$ cat config.mk
export PLATFORM = sky130hd
export DESIGN_NAME = mod_multiply_seq
export DESIGN_NICKNAME = d
export VERILOG_FILES = /design/src/rtl/mod_multiply_seq.sv
export SDC_FILE = /design/constraint.sdc
export NUM_CORES = 1
export LEC_CHECK = 0
export ABC_AREA = 1
export CORE_UTILIZATION = 48
export CTS_CLUSTER_SIZE = 8
export DETAILED_ROUTE_END_ITERATION = 7
export PLACE_DENSITY = 0.73
export RECOVER_POWER = 25
export SLEW_MARGIN = 5
export SYNTH_ARGS = -nofsm -noshare
export SYNTH_HDL_FRONTEND = slang
export SYNTH_SLANG_ARGS = --single-unit
$ cat constraint.sdc
create_clock -name clk -period 4.4 [get_ports clk]
set_input_delay 1.32 -clock clk [delete_from_list [all_inputs] [get_ports clk]]
set_output_delay 1.32 -clock clk [all_outputs]
set_load 0.005 [all_outputs]
$ cat src/rtl/mod_multiply_seq.sv
// Iterative signed fixed-point multiplier: one multiplier bit per clock, saturating result.
// Optional MUL_ROUND_EN selects round-half-away-from-zero instead of truncation.
module mod_multiply_seq #(
    parameter int W    = 16,
    parameter int FRAC = 12
) (
    input  logic            clk,
    input  logic            rst,
    input  logic [W-1:0]    in_A,
    input  logic [W-1:0]    in_B,
    input  logic            in_En,
    output logic [W-1:0]    out_Out,
    output logic            out_Ready,
    output logic            out_Busy,
    output logic            out_Ovf,
    output logic [FRAC-1:0] out_Frac
);

    localparam int CW = $clog2(W);
    localparam logic [CW-1:0]    LAST_BIT  = CW'(W - 1);
    localparam logic [2*W-1:0]   POS_LIMIT = ((2*W)'(1) << (W - 1)) - (2*W)'(1);
    localparam logic [2*W-1:0]   NEG_LIMIT = (2*W)'(1) << (W - 1);
    localparam logic [W-1:0]     POS_SAT   = {1'b0, {(W-1){1'b1}}};
    localparam logic [W-1:0]     NEG_SAT   = {1'b1, {(W-1){1'b0}}};

    typedef enum logic [1:0] {IDLE, CALC, DONE} state_e;

    state_e          state_q, state_d;
    logic [W-1:0]    magA_q, magA_d;
    logic [W-1:0]    magB_q, magB_d;
    logic            sign_q, sign_d;
    logic [2*W-1:0]  acc_q, acc_d;
    logic [CW-1:0]   cnt_q, cnt_d;
    logic [W-1:0]    out_q, out_d;
    logic            ovf_q, ovf_d;
    logic [FRAC-1:0] frac_q, frac_d;

    logic [2*W-1:0]  partial;
    logic [2*W-1:0]  accSum;
    logic [2*W-1:0]  roundedAcc;
    logic [2*W-1:0]  mag;
    logic            satPos;
    logic            satNeg;
    logic [W-1:0]    resVal;

    always_ff @(posedge clk or negedge rst) begin
        if (!rst) begin
            state_q <= IDLE;
            magA_q  <= '0;
            magB_q  <= '0;
            sign_q  <= 1'b0;
            acc_q   <= '0;
            cnt_q   <= '0;
            out_q   <= '0;
            ovf_q   <= 1'b0;
            frac_q  <= '0;
        end else begin
            state_q <= state_d;
            magA_q  <= magA_d;
            magB_q  <= magB_d;
            sign_q  <= sign_d;
            acc_q   <= acc_d;
            cnt_q   <= cnt_d;
            out_q   <= out_d;
            ovf_q   <= ovf_d;
            frac_q  <= frac_d;
        end
    end

    // accSum is the accumulator value after the current CALC step; the final
    // result is derived from it so it is ready at the CALC->DONE edge.
    always_comb begin
        partial = magB_q[cnt_q] ? ({{W{1'b0}}, magA_q} << cnt_q) : '0;
        accSum  = acc_q + partial;
`ifdef MUL_ROUND_EN
        roundedAcc = accSum + ((2*W)'(1) << (FRAC - 1));
`else
        roundedAcc = accSum;
`endif
        mag    = roundedAcc >> FRAC;
        satPos = !sign_q && (mag > POS_LIMIT);
        satNeg = sign_q && (mag > NEG_LIMIT);
        if (satPos)
            resVal = POS_SAT;
        else if (satNeg)
            resVal = NEG_SAT;
        else if (sign_q)
            resVal = ~mag[W-1:0] + W'(1);
        else
            resVal = mag[W-1:0];
    end

    always_comb begin
        state_d = state_q;
        magA_d  = magA_q;
        magB_d  = magB_q;
        sign_d  = sign_q;
        acc_d   = acc_q;
        cnt_d   = cnt_q;
        out_d   = out_q;
        ovf_d   = ovf_q;
        frac_d  = frac_q;
        unique case (state_q)
            IDLE: begin
                if (in_En) begin
                    magA_d  = in_A[W-1] ? (~in_A + W'(1)) : in_A;
                    magB_d  = in_B[W-1] ? (~in_B + W'(1)) : in_B;
                    sign_d  = in_A[W-1] ^ in_B[W-1];
                    acc_d   = '0;
                    cnt_d   = '0;
                    state_d = CALC;
                end
            end
            CALC: begin
                acc_d = accSum;
                cnt_d = cnt_q + CW'(1);
                if (cnt_q == LAST_BIT) begin
                    out_d   = resVal;
                    ovf_d   = satPos || satNeg;
                    frac_d  = accSum[FRAC-1:0];
                    state_d = DONE;
                end
            end
            DONE:    state_d = IDLE;
            default: state_d = IDLE;
        endcase
    end

    assign out_Out   = out_q;
    assign out_Ovf   = ovf_q;
    assign out_Frac  = frac_q;
    assign out_Ready = (state_q == DONE);
    assign out_Busy  = (state_q != IDLE);

endmodule

Yosys cells after proc, flatten, opt, wreduce, memory -nomap -nowiden
Cells that the tools add are included.
{ "word_totals": {"reg_bits": 100, "in_bits": 35, "output_inout_bits": 31, "elab_cells": 53} }
{ "classes": {"add_sub_neg": 5, "order_cmp": 3, "eq_ne": 5, "n_shift": 1, "mux": 15, "bitwise_logic": 4, "n_reduce_logical": 11} }
{ "ops": {"columns": ["cell", "count"], "rows": [
  ["16-bit two-way mux", 5],
  ["32-bit two-way mux", 2],
  ["32-bit case mux with 2 select lines", 1],
  ["16-bit by 1-bit adder with 16-bit output, second input constant", 3],
  ["16-bit inverter", 3],
  ["32-bit adder", 1],
  ["16-bit by 4-bit << shifter with 32-bit output", 1],
  ["20-bit by 15-bit greater-than comparator with 1-bit output, second input constant", 1],
  ["20-bit by 16-bit greater-than comparator with 1-bit output, second input constant", 1],
  ["4-bit case mux with 2 select lines", 1],
  ["2-bit AND reduction", 4],
  ["4-bit by 5-bit less-than comparator with 1-bit output, second input constant", 1],
  ["4-bit by 1-bit adder with 4-bit output, second input constant", 1],
  ["1-bit binary-select mux with 4-bit select", 1],
  ["4-bit equality test, second input constant", 1],
  ["2-bit two-way mux", 2],
  ["4-bit two-way mux", 1],
  ["2-bit inequality test, second input constant", 2],
  ["2-bit case mux with 2 select lines", 1],
  ["2-bit nonzero test", 2],
  ["2-bit by 1-bit equality test with 1-bit output, second input constant", 1],
  ["2-bit equality test, second input constant", 1],
  ["1-bit logical AND", 2],
  ["2-bit logical NOT", 1],
  ["4 further kinds", 4]
]} }

Depth between registers and ports, before layout
Gate-level depths: netlist of run 1.
{ "logic_depth": {"depth_word": 9, "depth_mapped": 33, "depth_no_buf": 32} }

Least setup slack after synthesis of run 1
OpenSTA, ideal clock, no wires.
{ "synth_path": {"kind": "register to register", "from": "register cnt_q[0]", "to": "register out_q[14], in the netlist out_Out[14]", "setup_time_ps": 73, "arrival_ps": 3720, "setup_slack_ps": 607, "path_stages_with_launch": 29, "period_less_slack_ps": 3793, "path_cell_list": "dfrtp_1 > clkbuf_1 > nor2_1 > o22ai_1 > o21ai_0 > o21bai_1 > nand2_1 > clkbuf_1 > nand2_1 > inv_1 > ha_1 > nand2_1 > nor2_1 > nand2_1 > inv_1 > nand2_1 > nand2_1 > nand2_1 > nand2_2 > ha_1 > nand3_4 > nor2_4 > nand2_2 > clkinv_1 > nand3_2 > nand2_4 > buf_6 > nand2_1 > a21oi_2"} }
{ "synth_via": {"elab_chain_len": 9, "elab_cells_between_ends": 16} }
{ "synth_rtl": {"columns": ["element", "line_no", "rtl"], "rows": [
  ["start: declaration", "33", "logic [CW-1:0] cnt_q, cnt_d;"],
  ["start signal: assignment", "63", "cnt_q <= cnt_d;"],
  ["1-bit binary-select mux with 4-bit select", "73", "partial = magB_q[cnt_q] ? ({{W{1'b0}}, magA_q} << cnt_q) : '0;"],
  ["1-bit two-way mux (not written as such)", "73", null],
  ["32-bit two-way mux", "73", null],
  ["32-bit adder", "74", "accSum = acc_q + partial;"],
  ["16-bit inverter", "88", "resVal = ~mag[W-1:0] + W'(1);"],
  ["16-bit by 1-bit adder with 16-bit output", "88", null],
  ["16-bit two-way mux", "87", "else if (sign_q)"],
  ["16-bit two-way mux", "85", "else if (satNeg)"],
  ["16-bit two-way mux", "83", "if (satPos)"],
  ["end signal: assignment", "64", "out_q <= out_d;"],
  ["end: declaration", "34", "logic [W-1:0] out_q, out_d;"]
]} }
Parallel ways exist; a longest one is shown, timed or not. The select of a mux whose other input is x is not followed.
A chain may end at the register's enable or synchronous reset.

Worst setup path in the final report of run 1
{ "layout_path": {"from": "register cnt_q[0]", "to": "register out_q[15], in the netlist out_Out[15]"} }
The elaborated chain is that of the path after synthesis.

==> results of run 1 <==
## cells in the mapped netlist (all sizes together)
cell,instances,area [um2]
buf,5,35.03
o22ai,4,25.02
ha,36,450.4
and2,7,45.05
o21ai,110,550.5
inv,187,701.9
o31ai,1,7.510
or2,3,18.77
nor4,1,6.260
nor3,12,60.06
o211ai,2,15.01
o21bai,3,22.52
xnor2,10,87.58
nor2,127,511.7
o221ai,1,8.760
nand2,524,2039
clkinv,3,11.26
a31oi,8,50.05
o41ai,1,8.760
a21oi,37,207.7
nand3,69,392.9
fa,1,20.02
dfrtp,100,2502
xor2,34,297.8
nand4,16,100.1
a22o,12,105.1
nand3b,5,37.54
nor3b,1,7.510
clkbuf,35,131.4
## worst min-delay path by stage
stage,end,start,cells past startpoint
floorplan,magB_q[15],magB_q[15],2
global route,out_Frac[7],out_Frac[7],2
detailed placement,out_Frac[2],out_Frac[2],2
finish,out_Frac[2],out_Frac[2],2
global placement,out_Frac[0],out_Frac[0],2
CTS,out_Frac[2],out_Frac[2],2
## sequential cells by signal, summed over array words and instances, names as in the netlist
name      cells
out_Ovf       1
magB_q       16
acc_q        32
sign_q        1
magA_q       16
cnt_q         4
out_Frac     12
out_Out      16
state_q       2
## cell usage in the layout (no fill, tap or decap), types with 3 or more instances in the layout
cell type and count:
nor2_1 109, nand2_2 28, dfrtp_1 100, o22ai_1 4
ha_1 33, o21ai_1 3, o21ai_0 106, clkinv_1 3
nand3_1 61, inv_1 184, nand4_1 16, nand2_1 495
xor2_1 34, a31oi_1 8, a21oi_2 4, nor3_1 12
nand3b_1 5, buf_4 19, xnor2_1 10, clkbuf_16 9
and2_1 6, a22o_1 12, inv_2 3, nor2_2 17
clkdlybuf4s50_1 64, a21oi_1 32, or2_2 3, nand3_2 7
## metrics by stage
stage	hold slack [ps]	power, uW	instance area, um2	util, %
3_3_place_gp	455.9	7818	9402	54.54
6_report	478.9	8982	9801	56.86
4_1_cts	480.4	8833	9758	56.61
5_1_grt	500.2	9908	9801	56.86
2_1_floorplan	447.1	6134	8458	-
3_5_place_dp	461.7	7883	9402	54.54
## critical path: stages (launching register included)
cell and delay [ps]:
dfrtp_1 410, inv_1 90, buf_4 180, nor2_1 90, o22ai_1 120, o21ai_2 160, o21bai_2 200, nand2_2 150
buf_4 200, nand2_1 70, inv_1 60, ha_1 410, nand2_1 170, nor2_2 180, and2_1 220, nand4_1 170
nand3_1 150, nand2_1 60, nand2_1 130, nand2_1 110, inv_2 60, nand2_2 50, clkinv_1 60, nand3_2 120
nand2_8 140, nand3_1 80, nand2_1 60, nand2_1 40
## logic make-up (layout without fill, tap and decap cells)
logic type,after synthesis,after routing,share of synthesized area (%)
AO/OA/AOI/OAI,179,179,11.83
XOR/XNOR,44,44,4.556
adder cells (fa/ha/maj),37,37,5.562
buffers and inverters,230,293,10.40
flip-flops,100,100,29.59
AND/OR/NAND/NOR,765,765,38.06
## metal layers
layer / GRT usage (%) / vias to the layer above / wire length, um
li1: - / 4372 / -
met1: 36.83 / 3829 / 10830
met2: 45.27 / 232 / 10760
met3: 2.815 / 41 / 1111
met4: 11.30 / 0 / 720
met5: 0 / - / 0
## layout make-up
class | count | area share [%]
Clock buffer | 11 | 2.579
Clock inverter | 5 | 0.8298
Inverter | 190 | 7.277
Multi-Input combinational cell | 1025 | 52.38
Sequential cell | 100 | 25.53
Tap cell | 225 | 2.872
Timing Repair Buffer | 87 | 8.528
## power groups by stage
| stage | Clock [uW] | Sequential (uW) | Combinational, uW |
|---|---|---|---|
| 2_1_floorplan | 0 | 1580 | 4560 |
| 3_3_place_gp | 0 | 1650 | 6160 |
| 3_5_place_dp | 0 | 1650 | 6230 |
| 4_1_cts | 929 | 1640 | 6260 |
| 5_1_grt | 963 | 1700 | 7250 |
| 6_report | 916 | 1650 | 6420 |
## repair_timing
action	CTS	global route
endpoints found under the setup margin	17	17
setup buffers	1	1
pin swaps	1	2
gates resized for setup	1	16
hold buffers	0	0
cloned	0	0
==> summary.md, run 1 <==
| Metric | Value |
|---|---|
| IR drop worst, VDD | `0.3205 mV` |
| Setup Skew | `roughly 11 ps` |
| Outcome | `finished with violations` |
| CTS Buf Count | `9` |
| Placed cells | `1625` |
| Setup TNS | `0 ps` |
| Die Ht | `around 130 um` |
| Psw | `4829 uW` |
| Boundary pin count | `66` |
| Leak pwr | `~0.0053 uW` |
| P_int | `roughly 4200 uW` |
| Clock network fraction of design power | `10.2%` |
| WP data arrival | `4320 ps` |
| Die width | `134.7 um` |
| Multi-input gate area | `about 5000 um2` |
| Max-cap violations | `1` |
| Layout cell share with drive strength beyond 1 | `7.828%` |
| PortBufs | `65` |
| FF-to-FF setup slack | `between 300 and 400 ps` |
| Worst hold path class | `reg2reg` |
| Net Count, Synth | `1427` |
| Crit end category | `flip-flop` |
| Comb pwr share | `71.5%` |
| Post-route DRC | `0` |
| CTS H-tree lvls | `3` |
| CTS tree | `built` |
| Post-route antenna net violation count | `0` |
| Flop pwr share | `18.3%` |
| Final WS setup | `between 300 and 400 ps` |
| Vias in the first global route | `7870` |
| Sequential cell area | `2502 um2` |
| CP max FO | `17` |
| R2R Path Start | `cnt_q[0]` |
| Avg Cell Area, Syn | `about 6.2 um2` |
| Fillers | `1732` |
| Diodes inserted | `0` |
| WS Path Type | `reg2reg` |
| Iter 0 DRT Violations | `579` |
| GRT Total Usage | `around 27%` |
| Worst Setup EP | `out_Out[15]` |
| # setup viols final | `0` |
| Clk sink count | `100` |
| R2r endpoint | `out_Out[15]` |
| Largest net degree at the start of global routing | `101` |
| Die ar. | `roughly 18000 um2` |
| Minimum clock period | `4063 ps` |
| First-pass detailed-route iteration total | `7` |
| RD Place Congestion | `0.9631` |
| Seq/Total Area, Yosys | `29.59%` |
| CTS Buffer Depth | `2` |
| CP required | `4660 ps` |
| Ys Warns | `0` |
| Initial antenna violation count | `0` |
| Failing checks | `max-capacitance violations, max-slew violations` |
| Initial Utilization | `49.07%` |
| Via count | `8474` |
| Detailed Place HPWL | `between 15000 and 20000 um` |
| Core Area | `17240 um2` |
| Vias per cell | `5.158` |
| Mapped Area | `8458 um2` |
| F_max | `0.2461 GHz` |
| Cells after Synth | `1355` |
| Final-report max-slew violation count | `101` |
| Setup Slack @ Placement | `-66.36 ps` |
| R2R depth | `27` |
| Clk root buf | `clkbuf_16` |
| Clk slew on worst S/H paths | `about 80 ps` |
| Routed WL | `23430 um` |
| PD cells | `approximately 920 nW/um2` |
| Flops & latches, synth | `100` |
| Clock latency on the worst-skew pair | `370 ps` |
| Number of core rows | `48` |
| Grt total ovfl | `0` |
| Syn-to-layout area delta | `15.87%` |
| Switching part of the total power | `a little over half` |
| Synth cell types | `41` |
| Worst setup SP type | `flip-flop` |
| First-pass GRT wire length | `between 30000 and 40000 um` |
| Worst-margin pin slew | `between 2000 and 3000 ps` |
| Fin crit share | `between 90% and 100%` |
| Routed len/inst | `14.26 um` |
| Final Hold Fails | `0` |
| Non-Filler Instances | `1643` |
| Fin nets | `1485` |
| Max-slew headroom | `-70.80%` |
| Worst Setup SP | `cnt_q[0]` |
Power figures use the tool's default switching activity.
==> run 2, diff against run 1 <==
--- a/config.mk
+++ b/config.mk
@@ -6,11 +6,12 @@
 export NUM_CORES = 1
 export LEC_CHECK = 0
 export ABC_AREA = 1
-export CORE_UTILIZATION = 48
+export CORE_UTILIZATION = 30
 export CTS_CLUSTER_SIZE = 8
 export DETAILED_ROUTE_END_ITERATION = 7
-export PLACE_DENSITY = 0.73
+export PLACE_DENSITY = 0.52
 export RECOVER_POWER = 25
+export SETUP_SLACK_MARGIN = 0.5
 export SLEW_MARGIN = 5
 export SYNTH_ARGS = -nofsm -noshare
 export SYNTH_HDL_FRONTEND = slang
==> summary.md, run 2 (same netlist as run 1, synthesis figures left out) <==
| Metric | Value |
|---|---|
| Outcome | `finished with violations (unchanged)` |
| Failing checks | `max-capacitance violations, max-slew violations (unchanged)` |
| Finished Core Util | `40.05% (was 56.86%)` |
| CTS Buf Count | `9 (unchanged)` |
| CTS Buffer Depth | `2 (unchanged)` |
| Final-report max-slew violation count | `44 (was 101)` |
| Vias in the first global route | `8116 (was 7870)` |
| Grt total ovfl | `0 (unchanged)` |
| Detailed Place HPWL | `20680 um (was 18590 um)` |
| Die ar. | `28870 um2 (was 18160 um2)` |
| Die width | `169.9 um (was 134.7 um)` |
| Minimum clock period | `3738 ps (was 4063 ps)` |
| CTS tree | `built (unchanged)` |
| Clk root buf | `clkbuf_16 (unchanged)` |
| Initial antenna violation count | `0 (unchanged)` |
| Placed Area | `9600 um2 (was 9402 um2)` |
| Max FFs per register | `32 (unchanged)` |
| Iter 0 DRT Violations | `423 (was 579)` |
| Hold Buf Count CTS | `0 (unchanged)` |
| F_max | `0.2675 GHz (was 0.2461 GHz)` |
| Boundary pin count | `66 (unchanged)` |
| Clk slew on worst S/H paths | `70 ps (was 80 ps)` |
| Largest net degree at the start of global routing | `62 (was 101)` |
| # setup viols final | `0 (unchanged)` |
| Post-route antenna net violation count | `0 (unchanged)` |
| PortBufs | `65 (unchanged)` |
| First-pass GRT wire length | `42350 um (was 38970 um)` |
| Fin crit share | `84.96% (was 92.34%)` |
| Hold_sp | `out_Frac[0] (was out_Frac[2])` |
| Max-slew headroom | `-74.96% (was -70.80%)` |
| Worst path slowest cell | `dfrtp_2 (was dfrtp_1)` |
| Post-route DRC | `0 (unchanged)` |
| Unrepaired setup endpoints after global routing | `yes` |
| Most used cell along the critical path | `nand2_1 (unchanged)` |
| Syn-to-layout area delta | `31.55% (was 15.87%)` |
| Core Area | `27780 um2 (was 17240 um2)` |
| Setup Slack @ Placement | `20.72 ps (was -66.36 ps)` |
| Vias per cell | `4.741 (was 5.158)` |
| Clk sink count | `100 (unchanged)` |
| Diodes inserted | `0 (unchanged)` |
| Via count | `8653 (was 8474)` |
| Layout cell share with drive strength beyond 1 | `19.77% (was 7.828%)` |
| CP required | `4650 ps (was 4660 ps)` |
| Clock latency on the worst-skew pair | `360 ps (was 370 ps)` |
| Number of core rows | `61 (was 48)` |
| WS Path Type | `reg2reg (unchanged)` |
| RD Place Congestion | `0.9285 (was 0.9631)` |
| Most common cell after layout, fill and taps aside | `nand2_1 (unchanged)` |
| FF-to-FF setup slack | `660 ps (was 340 ps)` |
| Worst Setup SP | `cnt_q[0] (unchanged)` |
| GRT Total Usage | `18.72% (was 27.47%)` |
| Final Hold Fails | `0 (unchanged)` |
| Critical Path Max Stage Delay | `460 ps (was 410 ps)` |
| Initial Utilization | `30.44% (was 49.07%)` |
| Routed len/inst | `14.81 um (was 14.26 um)` |
| Max-cap violations | `1 (unchanged)` |
| Most frequent cells in the layout | `453 x nand2_1, 170 x inv_1, 99 x dfrtp_1 (was 495 x nand2_1, 184 x inv_1, 109 x nor2_1)` |
| First-pass detailed-route iteration total | `5 (was 7)` |
| CP max FO | `15 (was 17)` |
| Final WS setup | `661.8 ps (was 337.0 ps)` |
| Crit end category | `flip-flop (unchanged)` |
| Worst hold path class | `reg2reg (unchanged)` |
| Final Instance Area | `11130 um2 (was 9801 um2)` |
| Setup Skew | `7.381 ps (was 11.31 ps)` |
| Setup TNS | `0 ps (unchanged)` |
| CTS H-tree lvls | `3 (unchanged)` |
| Reg with most FFs | `acc_q (unchanged)` |
| Worst-margin pin slew | `2624 ps (was 2562 ps)` |
| Routed WL | `27020 um (was 23430 um)` |
| Worst setup SP type | `flip-flop (unchanged)` |
| R2R Path Start | `cnt_q[0] (unchanged)` |
| WP data arrival | `3990 ps (was 4320 ps)` |
| Die Ht | `169.9 um (was 134.7 um)` |
| Fin nets | `1514 (was 1485)` |
[run 2: cell count changes in the layout (fill, tap and decap cells not counted), moves of 16 or more]
cell	change
o21ai_0	-30
nor2_4	+16
ha_1	-20
ha_4	+19
o21ai_2	+17
nand2_2	+28
nand2_1	-42
buf_4	+20
nor2_1	-26
[run 2: worst max-delay path: cells and delay by family (launching register included)]
kind                       cells  cell delay (ps)
buffers and inverters          3              420
adders and majority gates      2              550
AOI/OAI and AO/OA              2              360
DFF                            1              460
and+or+nand+nor               18             1830
[run 2: path summary, 6_finish.rpt]
path,to,cells past startpoint
setup reg to reg,out_Out[15],25
setup / recovery,out_Out[15],25
max in group asynchronous,magA_q[11],1
hold reg to reg,out_Frac[0],2
hold / removal,out_Frac[0],2
min in group asynchronous,out_Out[2],1
[run 2: through the flow]
step	hold WS (ps)	std cells
after floorplan	447.1	1355
after global placement	465.7	1779
after detailed placement	471.4	1779
after CTS	489.1	1799
after global routing	512.0	1825
final	480.2	1825
[run 2: metal layers]
layer / global-route usage (%) / wire length, um
met1: 24.63 / 12560
met2: 30.67 / 12590
met3: 2.535 / 808
met4: 7.834 / 1065
met5: 0 / 0
[run 2: layout make-up]
| cell class | count | area, um2 |
|---|---|---|
| fill | 2982 | 16650 |
| multi-input combinational | 1027 | 5979 |
| sequential | 100 | 2504 |
| timing repair buffer | 114 | 1125 |
| inverter | 190 | 720.7 |
| tap | 378 | 473.0 |
| clock buffer | 10 | 239.0 |
| clock inverter | 6 | 86.33 |
[run 2: repair_timing]
item / in CTS / in global routing
endpoints found under the setup margin: 17 / 17
hold endpoints to repair: 0 / 0
buffers inserted: 3 / 23
pin swaps: 8 / 57
gates resized for setup: 41 / 216
gates cloned: 1 / 3
Power of run 2 is not shown: default switching activity piles up to over one toggle a cycle in this logic, so the estimate is an artifact.
==> run 3, diff against run 2 <==
==> constraint.sdc (replaced) <==
create_clock -name clk -period 3.8 [get_ports clk]
set_input_delay 1.14 -clock clk [delete_from_list [all_inputs] [get_ports clk]]
set_output_delay 1.14 -clock clk [all_outputs]
set_load 0.005 [all_outputs]
==> summary.md, run 3 (same netlist as run 1, synthesis figures left out) <==
| Metric | Value |
|---|---|
| Grt total ovfl | `0 (unchanged)` |
| # setup viols final | `0 (unchanged)` |
| F_max | `0.2762 GHz (was 0.2675 GHz)` |
| Initial Utilization | `30.44% (unchanged)` |
| Setup Slack @ Placement | `-264.1 ps (was 20.72 ps)` |
| Clk slew on worst S/H paths | `80 ps (was 70 ps)` |
| Clk sink count | `100 (unchanged)` |
| Number of core rows | `61 (unchanged)` |
| Detailed Place HPWL | `21750 um (was 20680 um)` |
| Most frequent cells in the layout | `405 x nand2_1, 153 x inv_1, 102 x buf_4 (was 453 x nand2_1, 170 x inv_1, 99 x dfrtp_1)` |
| Worst-margin pin slew | `2335 ps (was 2624 ps)` |
| Diodes inserted | `0 (unchanged)` |
| Critical Path Max Stage Delay | `440 ps (was 460 ps)` |
| CTS tree | `built (unchanged)` |
| Boundary pin count | `66 (unchanged)` |
| Iter 0 DRT Violations | `437 (was 423)` |
| Fillers | `2930 (was 2982)` |
| Crit end category | `flip-flop (unchanged)` |
| Clk root buf | `clkbuf_16 (unchanged)` |
| Via count | `8785 (was 8653)` |
| CTS Buffer Depth | `2 (unchanged)` |
| WS Path Type | `reg2reg (unchanged)` |
| Worst hold path class | `reg2reg (unchanged)` |
| Vias in the first global route | `8518 (was 8116)` |
| Unrepaired setup endpoints after global routing | `yes (unchanged)` |
| Most used cell along the critical path | `nand2_2 (was nand2_1)` |
| Fin nets | `1585 (was 1514)` |
| CTS Buf Count | `9 (unchanged)` |
| Fin crit share | `95.29% (was 84.96%)` |
| Minimum clock period | `3621 ps (was 3738 ps)` |
| Max-cap violations | `1 (unchanged)` |
| CP required | `4060 ps (was 4650 ps)` |
| WP data arrival | `3880 ps (was 3990 ps)` |
| CP max FO | `7 (was 15)` |
| Max-slew headroom | `-55.67% (was -74.96%)` |
| Routed WL | `27360 um (was 27020 um)` |
| Clock latency on the worst-skew pair | `370 ps (was 360 ps)` |
| Post-route antenna net violation count | `0 (unchanged)` |
| Routed len/inst | `14.43 um (was 14.81 um)` |
| Layout cell share with drive strength beyond 1 | `28.99% (was 19.77%)` |
| First-pass GRT wire length | `44820 um (was 42350 um)` |
| Die Ht | `169.9 um (unchanged)` |
| Failing checks | `max-capacitance violations, max-slew violations (unchanged)` |
| Initial antenna violation count | `0 (unchanged)` |
| Largest net degree at the start of global routing | `62 (unchanged)` |
| Core Area | `27780 um2 (unchanged)` |
| Final-report max-slew violation count | `41 (was 44)` |
| Worst setup SP type | `flip-flop (unchanged)` |
| Worst path slowest cell | `dfrtp_2 (unchanged)` |
| RD Place Congestion | `0.9218 (was 0.9285)` |
| Vias per cell | `4.633 (was 4.741)` |
| Most common cell after layout, fill and taps aside | `nand2_1 (unchanged)` |
| First-pass detailed-route iteration total | `5 (unchanged)` |
| Post-route DRC | `0 (unchanged)` |
| PortBufs | `65 (unchanged)` |
| Setup TNS | `0 ps (unchanged)` |
| Final Hold Fails | `0 (unchanged)` |
| Reg with most FFs | `acc_q (unchanged)` |
| Finished Core Util | `42.96% (was 40.05%)` |
| CTS H-tree lvls | `3 (unchanged)` |
| Die ar. | `28870 um2 (unchanged)` |
| Outcome | `finished with violations (unchanged)` |
| Hold Buf Count CTS | `0 (unchanged)` |
| Die width | `169.9 um (unchanged)` |
| Setup Skew | `7.948 ps (was 7.381 ps)` |
| Syn-to-layout area delta | `41.11% (was 31.55%)` |
| Placed Area | `10390 um2 (was 9600 um2)` |
| Max FFs per register | `32 (unchanged)` |
| GRT Total Usage | `19.80% (was 18.72%)` |
| Final Instance Area | `11940 um2 (was 11130 um2)` |
| Final WS setup | `179.0 ps (was 661.8 ps)` |
[run 3: per-layer routing]
layer  up-vias  track usage (%)  share of wire, %
met5         -                0                 0
met4         0            6.385               2.3
met3        37            2.163               3.0
met2       136            33.59                48
met1      4047            26.17                46
li1       4565                -                 -
[run 3: path summary, 6_finish.rpt]
kind | from | endpoint | slack (ps) | depth (start not counted)
max | cnt_q[0] | out_Out[15] | 180 | 29
min | out_Frac[1] | out_Frac[1] | 480 | 2
max reg2reg | cnt_q[0] | out_Out[15] | 180 | 29
min reg2reg | out_Frac[1] | out_Frac[1] | 480 | 2
max in group asynchronous | rst | acc_q[1] | 980 | 1
min in group asynchronous | rst | out_Out[5] | 1460 | 1
[run 3: timing repair]
action                                  CTS  global route
gates resized for setup                 211           105
pin swaps                                77            31
hold endpoints to repair                  0             0
endpoints found under the setup margin   27            30
cloned                                    3             0
setup buffers                            18             6
[run 3: worst max-delay path, delay by kind of cell, from the launching register on]
kind                     cells  cell delay (ps)
adder cells (fa/ha/maj)      2              460
AND/OR/NAND/NOR             18             1560
AO/OA/AOI/OAI                3              480
flip-flops                   1              440
buffers and inverters        6              580
[run 3: final cells by class]
class | count | area (um2) | area share (%)
multi-input cells | 1027 | 6247 | 52.34
flip-flops and latches | 100 | 2504 | 20.98
repair buffers | 185 | 1687 | 14.13
inverters | 190 | 732.0 | 6.133
well taps | 378 | 473.0 | 3.963
clock buffers | 9 | 225.2 | 1.887
clock inverters | 7 | 67.56 | 0.5661
[run 3: per-stage QoR]
stage	std cells	hold WS [ps]
floorplan	1355	447.1
global placement	1853	462.6
detailed placement	1853	463.1
CTS	1890	482.9
global route	1896	512.6
finish	1896	478.9
Power of run 3 is left out for the same reason.
